**src/rtl/regfile_wr_arbiter_pkg.sv**
```systemverilog
// Shared types and constants for the register-file write-port arbiter.
// Holds the starvation FSM encoding and the hard-wired zero register address.
package regfile_wr_arbiter_pkg;

  typedef enum logic {
    ST_RUN   = 1'b0,
    ST_FORCE = 1'b1
  } arb_state_e;

  localparam logic [4:0] REG_ZERO = 5'd0;
  localparam int         NUM_REGS = 32;

endpackage : regfile_wr_arbiter_pkg

```
**src/rtl/regfile_scoreboard.sv**
```systemverilog
// Pending-result scoreboard: one bit per architectural register with an MDU
// result still in flight, plus two combinational lookups for decode.
module regfile_scoreboard
  import regfile_wr_arbiter_pkg::*;
(
  input  logic       i_clk,
  input  logic       i_rst,
  input  logic       i_set,
  input  logic [4:0] i_set_addr,
  input  logic       i_clr,
  input  logic [4:0] i_clr_addr,
  input  logic [4:0] i_raddr1,
  input  logic [4:0] i_raddr2,
  output logic       o_busy1,
  output logic       o_busy2
);

  logic [NUM_REGS-1:0] pending_q;
  logic [NUM_REGS-1:0] pending_d;

  // Set takes precedence over a same-cycle clear of the same register.
  generate
    for (genvar gi = 0; gi < NUM_REGS; gi++) begin : g_bit
      if (gi == 0) begin : g_zero
        assign pending_d[gi] = 1'b0;
      end else begin : g_reg
        assign pending_d[gi] = (i_set && (i_set_addr == 5'(gi))) ||
                               (pending_q[gi] && !(i_clr && (i_clr_addr == 5'(gi))));
      end
    end
  endgenerate

  always_ff @(posedge i_clk or posedge i_rst) begin
    if (i_rst) begin
      pending_q <= '0;
    end else begin
      pending_q <= pending_d;
    end
  end

  assign o_busy1 = pending_q[i_raddr1];
  assign o_busy2 = pending_q[i_raddr2];

endmodule : regfile_scoreboard

```
**src/rtl/regfile_wr_arbiter.sv**
```systemverilog
// Single register-file write port shared by the WB stage (priority) and the MDU
// (valid/ready), with a RAW scoreboard and a starvation guard that stalls WB.
module regfile_wr_arbiter
  import regfile_wr_arbiter_pkg::*;
#(
  parameter int MAX_WAIT = 8,
  parameter int CNT_W    = 4
) (
  input  logic        i_clk,
  input  logic        i_rst,
  input  logic        i_pipe_we,
  input  logic [4:0]  i_pipe_waddr,
  input  logic [31:0] i_pipe_wdata,
  input  logic        i_mdu_valid,
  input  logic [4:0]  i_mdu_waddr,
  input  logic [31:0] i_mdu_wdata,
  output logic        o_mdu_ready,
  input  logic        i_sb_set,
  input  logic [4:0]  i_sb_addr,
  input  logic [4:0]  i_raddr1,
  input  logic [4:0]  i_raddr2,
  output logic        o_busy1,
  output logic        o_busy2,
  output logic        o_pipe_stall,
  output logic        o_err,
  output logic        o_we,
  output logic [4:0]  o_waddr,
  output logic [31:0] o_wdata
);

  arb_state_e        state_q;
  logic [CNT_W-1:0]  wait_cnt_q;
  logic              stall_q;
  logic              err_q;

  logic              mdu_ready;
  logic              mdu_xfer;
  logic              mdu_refused;
  logic              sel_we;
  logic [4:0]        sel_addr;
  logic [31:0]       sel_data;

  // Nothing is granted while reset is held, so no write leaks out mid-reset.
  assign mdu_ready   = !i_pipe_we && !i_rst;
  assign mdu_xfer    = i_mdu_valid && mdu_ready;
  assign mdu_refused = i_mdu_valid && !mdu_ready;

  always_comb begin
    sel_we   = 1'b0;
    sel_addr = REG_ZERO;
    sel_data = '0;
    if (i_pipe_we) begin
      sel_we   = 1'b1;
      sel_addr = i_pipe_waddr;
      sel_data = i_pipe_wdata;
    end else if (i_mdu_valid) begin
      sel_we   = 1'b1;
      sel_addr = i_mdu_waddr;
      sel_data = i_mdu_wdata;
    end
  end

  assign o_we        = sel_we && (sel_addr != REG_ZERO) && !i_rst;
  assign o_waddr     = sel_addr;
  assign o_wdata     = sel_data;
  assign o_mdu_ready = mdu_ready;

  always_ff @(posedge i_clk or posedge i_rst) begin
    if (i_rst) begin
      state_q    <= ST_RUN;
      wait_cnt_q <= '0;
      stall_q    <= 1'b0;
      err_q      <= 1'b0;
    end else begin
      if (stall_q && i_pipe_we) begin
        err_q <= 1'b1;
      end
      case (state_q)
        ST_RUN: begin
          if (mdu_xfer) begin
            wait_cnt_q <= '0;
          end else if (mdu_refused) begin
            if (wait_cnt_q == CNT_W'(MAX_WAIT - 1)) begin
              state_q    <= ST_FORCE;
              stall_q    <= 1'b1;
              wait_cnt_q <= '0;
            end else begin
              wait_cnt_q <= wait_cnt_q + 1'b1;
            end
          end
        end
        ST_FORCE: begin
          // Leave once the waiting result drains or the MDU withdraws it.
          if (mdu_xfer || !i_mdu_valid) begin
            state_q    <= ST_RUN;
            stall_q    <= 1'b0;
            wait_cnt_q <= '0;
          end
        end
        default: begin
          state_q <= ST_RUN;
          stall_q <= 1'b0;
        end
      endcase
    end
  end

  assign o_pipe_stall = stall_q;
  assign o_err        = err_q;

  regfile_scoreboard u_scoreboard (
    .i_clk      (i_clk),
    .i_rst      (i_rst),
    .i_set      (i_sb_set),
    .i_set_addr (i_sb_addr),
    .i_clr      (mdu_xfer),
    .i_clr_addr (i_mdu_waddr),
    .i_raddr1   (i_raddr1),
    .i_raddr2   (i_raddr2),
    .o_busy1    (o_busy1),
    .o_busy2    (o_busy2)
  );

endmodule : regfile_wr_arbiter

```
**config.mk**
```make
export PLATFORM = sky130hd
export DESIGN_NAME = regfile_wr_arbiter
export DESIGN_NICKNAME = d
export VERILOG_FILES = /design/src/rtl/regfile_wr_arbiter_pkg.sv /design/src/rtl/regfile_scoreboard.sv /design/src/rtl/regfile_wr_arbiter.sv
export SDC_FILE = /design/constraint.sdc
export NUM_CORES = 1
export LEC_CHECK = 0
export ABC_CLOCK_PERIOD_IN_PS = 2300
export CAP_MARGIN = 20
export CORE_MARGIN = 8
export CORE_UTILIZATION = 41
export DETAILED_ROUTE_END_ITERATION = 8
export HOLD_SLACK_MARGIN = 0.05
export PLACE_DENSITY = 0.82
export SYNTH_ARGS = -nofsm -noshare
export SYNTH_HDL_FRONTEND = slang
export SYNTH_HIERARCHICAL = 1
export SYNTH_SLANG_ARGS = --single-unit
```
**constraint.sdc**
```tcl
create_clock -name i_clk -period 2.3 [get_ports i_clk]
set_input_delay 0.46 -clock i_clk [delete_from_list [all_inputs] [get_ports i_clk]]
set_output_delay 0.46 -clock i_clk [all_outputs]
set_load 0.03 [all_outputs]
```
==> reports/results.ini <==
[sta]
fmax_ghz=0.449
setup_viol=0
fin_setup_tns_ps=0
worstMarginPinSlew_ps=401
slew_violations=0
relSlewSlack=0.733
timing.final.crit_period_ps=2230
skew_ps=3.05
fin_ws_ps=72.7
finalHoldViolCount=0
rsz0062_at_grt=false
period_share=0.968

[logic_synthesis]
synth.area.top_cells=dfrtp_1 (35%), o21ai_0 (12%), a22o_1 (11%), mux2i_1 (7.0%), mux4_2 (5.0%)
netlist_area_sq_um=2710
synth_top_area_frac=0.351
ys_types=39
syn_avg_cell_area_sq_um=8.94
synth_async_sr_flop_share=1.00
postSynthCellCount=303
synth_top_cell_by_area=dfrtp_1
ys_seq_elements=38
yosysWarnings=6
ys_seq_area_frac=0.351
ys.flop_type=dfrtp_1
synth_nets=398
synth_enable_flop_cells=0

[clocking]
clk_pin_slew_ps=80
cts_max_level=2
clockRootBuffer=clkbuf_8
clock_path_buffers=2
worstSkewPairLatency_ps=300
clock_sinks=38
numCtsBuffers=5
hold_buffers=0
cts_tree=done

[floorplan]
core_sq_um=6390
rows=29
die-area_sq_um=9460
chipHeight_microns=97.3
fp.dieW_microns=97.3
initial_core_util=0.424
io_pins=137

[placement]
dpl.hpwl_microns=8830
gp_congestion=0.928
portBuffers=136
pre_cts_slack_ps=-767

[final_layout]
multi_input_area_sq_um=1670
drive_gt1_frac=0.230
layout_commonest_cell=clkdlybuf4s50_1
nets=563
ff_latch_area_sq_um=951
area_growth_pct=64.5
antennaDiodeCount=0
final_cell_mix=clkdlybuf4s50_1 (86), buf_4 (69), o21ai_0 (66), dfrtp_1 (38), a22o_1 (34)
utilization=0.698
final.fill_count=493

[global_routing]
grt_overflow_total=0
grt_pass1_vias=3247
antenna_found_initial=0
grt_max_degree=34
grt_use_total=0.214
grt_first_pass_wirelength_microns=16800

[flow_run]
drv_cap=0

[drt]
routed_wirelength_microns=10500
antenna_left=0
wl_per_cell_microns=19.2
drt_iter0_markers=279
num_vias=3145
dr.pass1.iters=4
drcViolationCount=0
via_per_inst=5.76

[worst_setup_path]
crit_type=flip-flop to primary output
cp.arrival_ps=1770
cp_data_required_time_ps=1840
path_max_fanout=3
r2r_slack_ps=830
cp-start-kind=flip-flop
cp-end-kind=primary output

[hold_path]
hold_class=flip-flop to flip-flop

[power]
p_per_area_nw_per_um2=566
leakagePower_uw=0.00191
vdd_drop_max_mv=0.488

[status]
status=completed

report_power, final:
part           leakage [uW]  internal, uW  switching [uW]  total, uW
Sequential         0.000449           838             168       1010
Clock             0.0000472           241             240        481
Combinational       0.00142           541             495       1040
Total               0.00191          1620             903       2520
worst paths after layout:
path                                           start                         end  cells after the start
max reg2reg                            wait_cnt_q[0]               wait_cnt_q[3]                      4
min reg2reg                                    o_err                       o_err                      1
min in group asynchronous                      i_rst                o_pipe_stall                      3
min                                            o_err                       o_err                      1
max                        u_scoreboard/pending_q[7]                     o_busy1                      5
max in group asynchronous                      i_rst  u_scoreboard/pending_q[31]                      4
what timing repair did:
item / CTS / global route
pin swaps: 1 / 6
hold endpoints to repair: 0 / 0
endpoints found under the setup margin: 5 / 36
resized for setup: 32 / 17
setup buffers: 1 / 0
synthesized netlist by cell type (2+ instances only):
master	instances
clkbuf_1	5
inv_1	5
nand4_1	5
o2111ai_1	2
nand4b_1	4
or2_2	4
o211ai_1	3
nor2b_1	7
a21oi_1	6
nor2_1	12
buf_2	10
o21ai_0	66
a22oi_1	4
o21ai_1	3
a211oi_1	2
mux4_2	6
nand3_1	13
nand2_1	19
nand2b_1	14
dfrtp_1	38
mux2i_1	19
a22o_1	34
nand3b_1	6
logic make-up after synthesis:
| kind of cell | synth area share |
|---|---|
| multiplexers | 0.120 |
| adder cells (fa/ha/maj) | 0.00462 |
| AND/OR/NAND/NOR | 0.176 |
| AO/OA/AOI/OAI | 0.309 |
| buffers and inverters | 0.0393 |
| flip-flops | 0.351 |
final cells by class:
cell class              instances  share of cell area
multi-input cells             243               0.376
flip-flops and latches         38               0.213
clock buffers                   6              0.0185
clock inverters                 2             0.00281
inverters                       5             0.00421
repair buffers                175               0.364
well taps                      77              0.0216
per-layer routing:
layer / track usage / up-vias / routed length (microns)
met5: 0 / - / 0
met4: 0.0629 / 0 / 238
met3: 0.0861 / 16 / 1110
met2: 0.382 / 154 / 5310
met1: 0.226 / 1483 / 3860
li1: - / 1492 / -
critical path, cell delays in order, from the launching register on:
cell and delay [ps]:
dfrtp_1 430, mux4_2 480, nand2b_4 150, o211ai_1 100
nand4_1 140, buf_6 160
registers in the layout, indices dropped and copies added, names as in the netlist:
| signal | cells |
|---|---|
| o_pipe_stall | 1 |
| state_q | 1 |
| wait_cnt_q | 4 |
| o_err | 1 |
| u_scoreboard/pending_q | 31 |
through the flow:
| step | power, uW | hold slack (ps) | cells | instance area [sq um] |
|---|---|---|---|---|
| finish | 2520 | 463 | 546 | 4460 |
| global route | 2660 | 484 | 546 | 4460 |
| CTS | 2520 | 470 | 546 | 4430 |
| detailed placement | 2040 | 447 | 537 | 4320 |
| global placement | 2000 | 446 | 537 | 4320 |
| floorplan | 1520 | 272 | 303 | 2710 |
No activity file was read; power rests on OpenSTA's default activity.
